--- config.mk ---
export PLATFORM = sky130hd
export DESIGN_NAME = register_sequencer
export DESIGN_NICKNAME = d
export VERILOG_FILES = /design/src/rtl/register_cmd_pkg.sv /design/src/rtl/sequencer_arbiter.sv /design/src/rtl/register_sequencer.sv
export SDC_FILE = /design/constraint.sdc
export NUM_CORES = 1
export LEC_CHECK = 0
export CAP_MARGIN = 20
export CORE_MARGIN = 5
export CORE_UTILIZATION = 25
export CTS_CLUSTER_SIZE = 10
export DETAILED_ROUTE_END_ITERATION = 12
export PLACE_DENSITY_LB_ADDON = 0.12
export SLEW_MARGIN = 0
export SYNTH_ARGS = -nofsm -noshare
export SYNTH_HDL_FRONTEND = slang
export SYNTH_SLANG_ARGS = --single-unit
--- constraint.sdc ---
create_clock -name clockSequencer -period 2.8 [get_ports clockSequencer]
set_input_delay 0.28 -clock clockSequencer [delete_from_list [all_inputs] [get_ports clockSequencer]]
set_output_delay 0.28 -clock clockSequencer [all_outputs]
set_load 0.02 [all_outputs]
--- src/rtl/register_cmd_pkg.sv ---
// -----------------------------------------------------------------------------
// register_cmd_pkg
// Shared definitions for the 4-bit shift register block and its sequencer:
//   - cmd_e   : 3-bit register command codes driven on the register's command
//               input (also decoded by the register block itself)
//   - op_e    : 2-bit request operation codes presented by the clients
//   - state_e : sequencer FSM states
// Helper functions translate a client operation into the register command.
// -----------------------------------------------------------------------------
package register_cmd_pkg;

    localparam int unsigned SEQ_DATA_WIDTH = 4;
    localparam int unsigned SEQ_CNT_WIDTH  = 3;

    typedef enum logic [2:0] {
        CMD_HOLD  = 3'b000,
        CMD_RESET = 3'b001,
        CMD_LOAD  = 3'b010,
        CMD_SHL   = 3'b011,
        CMD_SHR   = 3'b100
    } cmd_e;

    typedef enum logic [1:0] {
        OP_RESET = 2'b00,
        OP_LOAD  = 2'b01,
        OP_SHL   = 2'b10,
        OP_SHR   = 2'b11
    } op_e;

    typedef enum logic [1:0] {
        ST_IDLE = 2'b00,
        ST_EXEC = 2'b01,
        ST_DONE = 2'b10
    } state_e;

    // Register command issued for each cycle of a client operation.
    function automatic cmd_e op_to_cmd(input op_e op);
        cmd_e cmd;
        case (op)
            OP_RESET: cmd = CMD_RESET;
            OP_LOAD:  cmd = CMD_LOAD;
            OP_SHL:   cmd = CMD_SHL;
            OP_SHR:   cmd = CMD_SHR;
            default:  cmd = CMD_HOLD;
        endcase
        return cmd;
    endfunction

    // Shift operations are the only multi-cycle (count-driven) ones.
    function automatic logic op_is_shift(input op_e op);
        return op[1];
    endfunction

endpackage

--- src/rtl/sequencer_arbiter.sv ---
// -----------------------------------------------------------------------------
// sequencer_arbiter
// Picks which of the two clients is served when the sequencer arbitrates.
// Build option SEQ_ROUND_ROBIN_EN:
//   defined   - ties go to the client not served last; the last-served flag
//               updates on every accepted grant and resets to B, so A wins the
//               first tie after reset.
//   undefined - fixed priority, A always wins ties; no state is kept.
// Ports:
//   clk_i     clock
//   rst_i     synchronous active-high reset
//   reqA      client A request level
//   reqB      client B request level
//   accept_i  strobe: the sequencer is taking the current winner this cycle
//   sel_b_o   winner select (0 = A, 1 = B); only meaningful when a request is up
// -----------------------------------------------------------------------------
module sequencer_arbiter (
    input  logic clk_i,
    input  logic rst_i,
    input  logic reqA,
    input  logic reqB,
    input  logic accept_i,
    output logic sel_b_o
);

`ifdef SEQ_ROUND_ROBIN_EN
    logic last_b_q;
    logic last_b_d;

    // Winner select: a tie goes to whoever was not served last.
    always_comb begin
        sel_b_o = 1'b0;
        if (reqA && reqB) begin
            sel_b_o = ~last_b_q;
        end else if (reqB) begin
            sel_b_o = 1'b1;
        end else begin
            sel_b_o = 1'b0;
        end
    end

    // Last-served next state: follows the winner on every accepted grant.
    always_comb begin
        last_b_d = last_b_q;
        if (accept_i) begin
            last_b_d = sel_b_o;
        end else begin
            last_b_d = last_b_q;
        end
    end

    // Last-served register; resets to B so that A takes the first tie.
    always_ff @(posedge clk_i) begin
        if (rst_i) begin
            last_b_q <= 1'b1;
        end else begin
            last_b_q <= last_b_d;
        end
    end
`else
    // Fixed priority needs neither the clock nor the accept strobe.
    logic unused_s;
    assign unused_s = clk_i ^ rst_i ^ accept_i;

    // Winner select: A wins whenever it is requesting.
    always_comb begin
        sel_b_o = 1'b0;
        if (reqA) begin
            sel_b_o = 1'b0;
        end else begin
            sel_b_o = reqB;
        end
    end
`endif

endmodule

--- src/rtl/register_sequencer.sv ---
// -----------------------------------------------------------------------------
// register_sequencer
// Command sequencer and two-requester arbiter sitting in front of a single
// 4-bit shift register. A granted client's operation (RESET, LOAD, shift
// left/right by N) is expanded into register commands, one per cycle, and a
// done pulse is returned to that client once the register holds the result.
// Optional build macro: SEQ_ROUND_ROBIN_EN (round-robin tie-breaking inside
// sequencer_arbiter; fixed A-priority when undefined).
// Ports:
//   clockSequencer        clock, rising edge
//   resetSequencer        synchronous active-high reset
//   reqA/reqB             request levels, held until the client's grant pulse
//   opA/opB               operation code (op_e)
//   dataA/dataB           load value (LOAD only)
//   countA/countB         shift count (shifts only)
//   grantA/grantB         one-cycle pulse: request accepted, operands latched
//   doneA/doneB           one-cycle pulse: operation complete
//   busy                  high whenever the FSM is not IDLE
//   commandOut            register command (cmd_e)
//   dataOut               register data; the load value during LOAD, else 0
// All outputs come straight from flops.
// -----------------------------------------------------------------------------
module register_sequencer
    import register_cmd_pkg::*;
#(
    parameter int unsigned DATA_WIDTH = SEQ_DATA_WIDTH,
    parameter int unsigned CNT_WIDTH  = SEQ_CNT_WIDTH
) (
    input  logic                  clockSequencer,
    input  logic                  resetSequencer,
    input  logic                  reqA,
    input  logic                  reqB,
    input  logic [1:0]            opA,
    input  logic [1:0]            opB,
    input  logic [DATA_WIDTH-1:0] dataA,
    input  logic [DATA_WIDTH-1:0] dataB,
    input  logic [CNT_WIDTH-1:0]  countA,
    input  logic [CNT_WIDTH-1:0]  countB,
    output logic                  grantA,
    output logic                  grantB,
    output logic                  doneA,
    output logic                  doneB,
    output logic                  busy,
    output logic [2:0]            commandOut,
    output logic [DATA_WIDTH-1:0] dataOut
);

    state_e                state_q, state_d;
    op_e                   op_q, op_d;
    logic [CNT_WIDTH-1:0]  cnt_q, cnt_d;
    logic                  owner_b_q, owner_b_d;
    cmd_e                  cmd_q, cmd_d;
    logic [DATA_WIDTH-1:0] data_q, data_d;
    logic                  grant_a_q, grant_a_d;
    logic                  grant_b_q, grant_b_d;
    logic                  done_a_q, done_a_d;
    logic                  done_b_q, done_b_d;
    logic                  busy_q, busy_d;

    logic                  accept_s;
    logic                  sel_b_s;
    op_e                   win_op_s;
    logic [DATA_WIDTH-1:0] win_data_s;
    logic [CNT_WIDTH-1:0]  win_cnt_s;

    assign accept_s = (state_q == ST_IDLE) && (reqA || reqB);

    sequencer_arbiter u_arbiter (
        .clk_i    (clockSequencer),
        .rst_i    (resetSequencer),
        .reqA     (reqA),
        .reqB     (reqB),
        .accept_i (accept_s),
        .sel_b_o  (sel_b_s)
    );

    // Operand mux: the winning client's op, data and count.
    always_comb begin
        win_op_s   = op_e'(opA);
        win_data_s = dataA;
        win_cnt_s  = countA;
        if (sel_b_s) begin
            win_op_s   = op_e'(opB);
            win_data_s = dataB;
            win_cnt_s  = countB;
        end else begin
            win_op_s   = op_e'(opA);
            win_data_s = dataA;
            win_cnt_s  = countA;
        end
    end

    // FSM next state and next registered outputs.
    always_comb begin
        state_d   = state_q;
        op_d      = op_q;
        cnt_d     = cnt_q;
        owner_b_d = owner_b_q;
        cmd_d     = CMD_HOLD;
        data_d    = {DATA_WIDTH{1'b0}};
        grant_a_d = 1'b0;
        grant_b_d = 1'b0;
        done_a_d  = 1'b0;
        done_b_d  = 1'b0;

        case (state_q)
            ST_IDLE: begin
                if (accept_s) begin
                    owner_b_d = sel_b_s;
                    op_d      = win_op_s;
                    grant_a_d = ~sel_b_s;
                    grant_b_d = sel_b_s;
                    if (op_is_shift(win_op_s)) begin
                        if (win_cnt_s == {CNT_WIDTH{1'b0}}) begin
                            // Nothing to shift: complete in the grant cycle.
                            cnt_d    = {CNT_WIDTH{1'b0}};
                            done_a_d = ~sel_b_s;
                            done_b_d = sel_b_s;
                            state_d  = ST_DONE;
                        end else begin
                            // First shift goes out now; N-1 remain.
                            cnt_d   = win_cnt_s - CNT_WIDTH'(1'b1);
                            cmd_d   = op_to_cmd(win_op_s);
                            state_d = ST_EXEC;
                        end
                    end else begin
                        cnt_d   = {CNT_WIDTH{1'b0}};
                        cmd_d   = op_to_cmd(win_op_s);
                        state_d = ST_EXEC;
                        if (win_op_s == OP_LOAD) begin
                            data_d = win_data_s;
                        end else begin
                            data_d = {DATA_WIDTH{1'b0}};
                        end
                    end
                end else begin
                    state_d = ST_IDLE;
                end
            end
            ST_EXEC: begin
                if (cnt_q == {CNT_WIDTH{1'b0}}) begin
                    // Last command was sampled at this edge: report done.
                    done_a_d = ~owner_b_q;
                    done_b_d = owner_b_q;
                    state_d  = ST_DONE;
                end else begin
                    cnt_d   = cnt_q - CNT_WIDTH'(1'b1);
                    cmd_d   = op_to_cmd(op_q);
                    state_d = ST_EXEC;
                end
            end
            ST_DONE: begin
                state_d = ST_IDLE;
            end
            default: begin
                state_d = ST_IDLE;
            end
        endcase

        busy_d = (state_d != ST_IDLE);
    end

    // State and output registers; reset wins over any arbitration.
    always_ff @(posedge clockSequencer) begin
        if (resetSequencer) begin
            state_q   <= ST_IDLE;
            op_q      <= OP_RESET;
            cnt_q     <= {CNT_WIDTH{1'b0}};
            owner_b_q <= 1'b0;
            cmd_q     <= CMD_HOLD;
            data_q    <= {DATA_WIDTH{1'b0}};
            grant_a_q <= 1'b0;
            grant_b_q <= 1'b0;
            done_a_q  <= 1'b0;
            done_b_q  <= 1'b0;
            busy_q    <= 1'b0;
        end else begin
            state_q   <= state_d;
            op_q      <= op_d;
            cnt_q     <= cnt_d;
            owner_b_q <= owner_b_d;
            cmd_q     <= cmd_d;
            data_q    <= data_d;
            grant_a_q <= grant_a_d;
            grant_b_q <= grant_b_d;
            done_a_q  <= done_a_d;
            done_b_q  <= done_b_d;
            busy_q    <= busy_d;
        end
    end

    assign grantA     = grant_a_q;
    assign grantB     = grant_b_q;
    assign doneA      = done_a_q;
    assign doneB      = done_b_q;
    assign busy       = busy_q;
    assign commandOut = cmd_q;
    assign dataOut    = data_q;

endmodule
# Word-level counts from Yosys, hierarchy flattened
# Cells that the tools add are included.
dict set report classes {
  add_sub_neg 2
  eq_ne 9
  n_mux 31
  bitwise 5
  n_reduce_logical 13
}
# cell n
set ops {}
lappend ops {{3-bit two-way mux} 9}
lappend ops {{3-bit case mux with 4 select lines} 2}
lappend ops {{3-bit case mux with 2 select lines} 2}
lappend ops {{2-bit two-way mux} 5}
lappend ops {{1-bit two-way mux} 9}
lappend ops {{2-bit equality test, second input constant} 4}
lappend ops {{2-bit by 1-bit equality test with 1-bit output, second input constant} 3}
lappend ops {{2-bit logical NOT} 3}
lappend ops {{3-bit logical NOT} 2}
lappend ops {{3-bit by 1-bit subtractor with 3-bit output, second input constant} 2}
lappend ops {{1-bit inverter} 5}
lappend ops {{5-bit OR reduction} 1}
lappend ops {{4-bit two-way mux} 1}
lappend ops {{2-bit inequality test, second input constant} 2}
lappend ops {{1-bit case mux with 2 select lines} 2}
lappend ops {{2-bit case mux with 2 select lines} 1}
lappend ops {{2-bit nonzero test} 2}
lappend ops {{3-bit AND reduction} 1}
lappend ops {{3-bit OR reduction} 1}
lappend ops {{2-bit AND reduction} 1}
lappend ops {{1-bit logical AND} 1}
lappend ops {{1-bit logical OR} 1}
dict set report word_totals {
  reg_bits 20
  output_inout_bits 12
}

# Depth between registers and ports, before layout
# Gate-level depths: netlist of the first run.
dict set report logic_depth {
  word_depth 8
  ltp_mapped 10
  depth_no_buf 8
}

# Modules after synthesis
# From an unflattened synthesis of the first run, not the netlist that was laid out.
dict set report unflattened {
  hier_cells 123
  area_unflattened_um2 1077.3
}
# module n_inst cells_each area_per_inst_um2 seq_area_each_um2
set by_module_without_submodules {}
lappend by_module_without_submodules {register_sequencer 1 122 1063.5 400.4}
lappend by_module_without_submodules {sequencer_arbiter 1 1 13.8 0.0}

# Worst setup path before layout of the first run
# No wires, ideal clock.
dict set report synth_timing {
  path_kind {input-to-reg}
  from {in reqB}
  to {reg cmd_q[2] (netlist: commandOut[2])}
  arrival_ns 1.859
  slack_ns 0.871
  cell_stages 8
  n_path_buf 2
  cell_sequence {nor2b_1 -> buf_6 -> clkbuf_1 -> a21boi_0 -> inv_1 -> ha_1 -> or4_1 -> a21oi_1}
}
dict set report synth_via {
  elab_chain_len 8
  elab_cells_between_ends 15
  classes_between {eq/ne: 3; mux: 8; reduce/logical: 4}
}
# item line_no
set synth_lines {}
lappend synth_lines {{start, declared} register_sequencer.sv:32} ;# input logic reqB,
lappend synth_lines {{1-bit two-way mux} sequencer_arbiter.sv:68} ;# if (reqA) begin
lappend synth_lines {{2-bit two-way mux} register_sequencer.sv:82} ;# if (sel_b_s) begin
lappend synth_lines {{2-bit equality test, or another cell as far along} register_cmd_pkg.sv:39} ;# case (op)
lappend synth_lines {{3-bit case mux with 4 select lines} register_cmd_pkg.sv:39}
lappend synth_lines {{3-bit two-way mux} register_sequencer.sv:114} ;# if (win_cnt_s == {CNT_WIDTH{1'b0}}) begin
lappend synth_lines {{3-bit two-way mux} register_sequencer.sv:113} ;# if (op_is_shift(win_op_s)) begin
lappend synth_lines {{3-bit two-way mux (*)} register_sequencer.sv:108} ;# if (accept_s) begin
lappend synth_lines {{3-bit case mux with 2 select lines (*)} register_sequencer.sv:106} ;# case (state_q)
lappend synth_lines {{end signal, assigned} register_sequencer.sv:182} ;# cmd_q <= cmd_d;
lappend synth_lines {{end, declared} register_sequencer.sv:52} ;# cmd_e cmd_q, cmd_d;
# Every way passes the cells marked *; elsewhere a longest branch is shown, timed or not.
# A chain may end at the register's enable or synchronous reset.

# Final worst setup path of the first run
# Same ends and word-level chain as after synthesis.

==> metrics.txt, run 1 <==
Die Wd 75.34 um; syn nets 159; setup TNS 0 ns; final hold vios 0; vias 1033; number of synthesized flops with an enable pin 0; ratio of cells with drive above 1 in the final layout 6.173%; top cell type's share of synthesized area 37.51%; crit-path max FO 5; Mapped Area 1067 um2; flops & latches, synth 20; Max Fclk 454.6 MHz; worst setup margin 0.6000 ns; fin nets 193; 1st-iter DRT viols 52; Layout Skew 0.003492 ns; r2r setup slk 1.07 ns; Area contributors post-synth dfxtp_1, ha_1, a21oi_1, nand2_1, nor2_1; total global routing overflow 0; Detail Route Antenna Nets 0; Startpoint Class input port; largest net degree at the start of global routing 14; Post-synth ARST share 0%; Mapped Cells 129; Area growth syn-to-layout 42.44%; Req. time, crit path 2.99 ns; Crit Path Class input port to register; drt pass-1 iters 4; top_reg_cell synth dfxtp_1; Pins Over Slew Limit 0; area leader, netlist dfxtp_1; Post-Route WL 2946 um; total power 1.029 mW; Yosys warning total 0; synthesized area per cell 8.273 um2; clk_lat worst skew 0.26 ns; Die Span Y 75.34 um; CTS resizes 0; # fillers 401; CP endpoint kind register; Synth cell types 38; post-CTS setup buffers 0; RSZ-0062 raised after global routing no; VDD IR max 0.3491 mV; most frequent cells in the layout clkdlybuf4s50_1, dfxtp_1, nand2_1; hpwl dp 2284 um; Clk pin slew, worst setup/hold paths 0.08 ns; Worst EP arrival 2.39 ns; gr usage total 10.56%; status finished clean; Initial Util 26.30%; CTS Root Cell clkbuf_8; FF+latch area 400.4 um2; minimum clock period 2.200 ns; Pleak 0.6024 nW; die area 5676 um2; Placeable Area 4058 um2; Multi-input gate area 595.6 um2; Hold WC Path Type register to register; hold slack 0.4800 ns; number of global-route vias before repair 972; Routed wire per std cell 13.90 um; input/output buffers 33; DRC Markers 0; Rel. slew slack 73.68%; commonest non-fill, non-tap cell in the layout clkdlybuf4s50_1; diodes inserted 0; Via density 4.873; Slew @ Worst Pin 0.3838 ns; Tcrit/Tclk final 78.57%; Routability Congestion 0.7616; Sink Count 20; H-tree depth 1; initial antenna violation count 0; post-cts hold buffer count 0; Seq/Total Area, Yosys 37.51%; CTS tree yes; post-place setup slack 0.3303 ns; first-pass GRT wire length 4588 um; Max Cap Viol 0; Util after Layout 37.47%; standard-cell rows 23; I/O Pins 34; Num CTS Buffers 3; pwr dens 677.1 nW/um2; final setup fails 0; Max Root-Sink Buffers 2
state kept, by name, indices dropped and copies added (netlist names):
register and cells:
doneA 1, owner_b_q 1, doneB 1, dataOut 4
commandOut 3, state_q 2, busy 1, grantB 1
op_q 2, cnt_q 3, grantA 1
cell type report:
type | instances | share of cell area [%]
clock inverters | 1 | 1.975
repair buffers | 36 | 23.21
clock buffers | 3 | 2.716
well taps | 50 | 4.115
multi-input cells | 92 | 39.18
inverters | 10 | 2.469
flip-flops and latches | 20 | 26.34
per-stage QoR:
| stage | instances | instance area, um2 |
|---|---|---|
| after detailed placement | 208 | 1449 |
| final | 212 | 1520 |
| after global placement | 208 | 1449 |
| after floorplan | 129 | 1067 |
| after global routing | 212 | 1520 |
| after CTS | 212 | 1520 |
layer usage:
metal  global-route usage, %  part of all wire, %  routed length [um]  vias to the layer above
met1                   12.96                   43                1271                      473
met4                   3.689                 0.75                  22                        0
met2                   18.02                   47                1384                       41
met5                       0                    0                   0                        -
li1                        -                    -                   -                      517
met3                   2.507                  9.1                 267                        2
cell usage after synthesis, types with 2 or more instances:
cell	n
nand4_1	2
dfxtp_1	20
nand3_1	2
a31oi_1	2
nor2b_1	3
o21ai_0	2
a21oi_1	12
clkbuf_1	5
inv_1	10
nor3b_1	3
a211o_1	3
a211oi_1	2
nand2_1	15
ha_1	8
nor2_1	12
mux2i_1	2
nor3_1	4
or3_1	2
where the power goes:
| group | internal (mW) | switching [mW] | total [mW] |
|---|---|---|---|
| Combinational | 0.165 | 0.204 | 0.369 |
| Sequential | 0.337 | 0.0329 | 0.370 |
| Clock | 0.191 | 0.0999 | 0.291 |
kinds of logic after synthesis:
kind of cell / count (synthesis) / share of synthesized area, %
AND/OR/NAND/NOR: 50 / 23.68
multiplexers: 3 / 3.282
buffers and inverters: 17 / 6.682
AO/OA/AOI/OAI: 31 / 19.46
flip-flops: 20 / 37.51
adder cells (fa/ha/maj): 8 / 9.379
worst max-delay path: stages:
cell	delay [ns]
clkdlybuf4s50_1	0.53
nor2b_1	0.18
or3_1	0.11
a21boi_0	0.27
inv_1	0.11
ha_1	0.23
or4_1	0.53
a21oi_1	0.14
worst paths after layout:
kind | depth (start not counted) | to | from
worst min-delay path | 2 | owner_b_q | owner_b_q
worst max-delay path | 8 | commandOut[2] | reqB
worst min register to register | 2 | owner_b_q | owner_b_q
worst max register to register | 6 | cnt_q[2] | cnt_q[0]
Power figures use the tool's default switching activity.
==> run 2, diff against run 1 <==
==> constraint.sdc (replaced) <==
create_clock -name clockSequencer -period 2.1 [get_ports clockSequencer]
set_input_delay 0.21 -clock clockSequencer [delete_from_list [all_inputs] [get_ports clockSequencer]]
set_output_delay 0.21 -clock clockSequencer [all_outputs]
set_load 0.02 [all_outputs]
==> run 2 against run 1 <==
  * Combinational power is 41% higher
  * Non-clock buffer count up 12
  * Cell area grew 5.9%
  * Hold slack improved by 0.0067 ns
  * Via count is 1.5% higher
==> metrics.txt, run 2 (same netlist as run 1, synthesis figures left out) <==
status finished clean; post-place setup slack -0.1665 ns (-0.4968 ns); standard-cell rows 23 (unchanged); Pins Over Slew Limit 0 (unchanged); Die Wd 75.34 um (unchanged); VDD IR max 0.4067 mV (+16%); diodes inserted 0 (unchanged); final hold vios 0 (unchanged); Post-Layout Inst Area 1610 um2 (+5.9%); Slew @ Worst Pin 0.3851 ns (+0.001288 ns); 1st-iter DRT viols 42 (-19%); minimum clock period 1.926 ns; worst setup margin 0.1736 ns (-0.4264 ns); Max Root-Sink Buffers 2 (unchanged); max reg flops 4 (unchanged); Final Instance Count excl. Fillers 224 (+5.7%); Num CTS Buffers 3 (unchanged); Crit Path Class input port to register; Rel. slew slack 73.59% (-0.088 points); Pleak 0.6611 nW (+9.7%); initial antenna violation count 0 (unchanged); Max Fclk 519.1 MHz; Initial Util 26.30% (unchanged); input/output buffers 33 (unchanged); Routability Congestion 0.8200 (+7.7%); die area 5676 um2 (unchanged); total power 1.393 mW (+35%); CP max stage delay 0.53 ns (about the same); CP max stage cell or4_1; worst path cell trace clkdlybuf4s50_1, nor2b_1, or3_1, a21boi_1, inv_1, ha_1, or4_1, a21oi_1; Sink Count 20 (unchanged); Hold WC Path Type register to register; fin nets 205 (+6.2%); Routed wire per std cell 13.14 um (-5.4%); number of global-route vias before repair 1033 (+6.3%); Detail Route Antenna Nets 0 (unchanged); Worst EP arrival 2.11 ns (-0.28 ns); placed cell areas 1539 um2 (+6.2%); pwr dens 865.3 nW/um2 (+28%); total global routing overflow 0 (unchanged); Via density 4.683 (-3.9%); Placed Instances 220 (+5.8%); CTS Root Cell clkbuf_8; Req. time, crit path 2.29 ns (-0.70 ns); CP endpoint kind register; drt pass-1 iters 4 (unchanged); Max Cap Viol 0 (unchanged); Util after Layout 39.69% (+2.2 points); Layout Skew 0.003895 ns (+0.0004033 ns); final setup fails 0 (unchanged); setup TNS 0 ns (unchanged); clk_lat worst skew 0.25 ns (about the same); most frequent cells in the layout clkdlybuf4s50_1, dfxtp_1, nand2_1, buf_4; Startpoint Class input port; gr usage total 10.47% (-0.090 points); largest net degree at the start of global routing 13 (-1); post-cts hold buffer count 0 (unchanged); vias 1049 (+1.5%); Post-Route WL 2944 um (about the same); hpwl dp 2372 um (+3.9%); I/O Pins 34 (unchanged); H-tree depth 1 (unchanged); Tcrit/Tclk final 91.73%; hold slack 0.4867 ns (+0.006688 ns); RSZ-0062 raised after global routing no; first-pass GRT wire length 4650 um (+1.4%); commonest non-fill, non-tap cell in the layout clkdlybuf4s50_1; Clk pin slew, worst setup/hold paths 0.08 ns (about the same); Area growth syn-to-layout 50.88%; Die Span Y 75.34 um (unchanged); CTS tree yes; ratio of cells with drive above 1 in the final layout 12.64% (+6.5 points); Placeable Area 4058 um2 (unchanged); crit-path max FO 2 (-3); DRC Markers 0 (unchanged)
run 2: cell count changes in the layout (fill, tap and decap cells not counted), sizes merged:
cell,delta
buf,+12
run 2: power by group:
group / leakage [nW] / switching, mW / internal [mW]
clock: 0.0357 / 0.129 / 0.254
sequential: 0.164 / 0.0419 / 0.449
combinational: 0.461 / 0.276 / 0.244
run 2: what timing repair did:
item                       4_1_cts  5_1_grt
buffers inserted                 0        0
resized for setup                0        1
setup endpoints to repair        0        1
run 2: worst paths after layout:
path,cells after the start,start,endpoint,slack (ns)
setup / recovery,8,reqB,commandOut[2],0.17
hold reg to reg,2,owner_b_q,owner_b_q,0.49
setup reg to reg,6,cnt_q[0],cnt_q[2],0.32
hold / removal,2,owner_b_q,owner_b_q,0.49
run 2: final cells by class:
class	instances	area, um2
timing repair buffer	48	442.9
clock inverter	1	30.03
sequential	20	400.4
fill	395	2447
multi-input combinational	92	595.6
inverter	10	37.54
clock buffer	3	41.29
tap	50	62.56
run 2: worst max-delay path: cells and delay by family:
kind,cells,cell delay [ns]
AOI/OAI and AO/OA,2,0.36
adders and majority gates,1,0.21
and+or+nand+nor,3,0.79
buffers and inverters,2,0.56
run 2: layer usage:
metal | part of all wire, % | track usage (%) | wire, um | vias up
met3 | 7.7 | 2.111 | 227 | 4
met5 | 0 | 0 | 0 | -
li1 | - | - | - | 541
met2 | 46 | 17.74 | 1355 | 26
met1 | 45 | 13.49 | 1328 | 478
met4 | 1.1 | 2.913 | 32 | 0
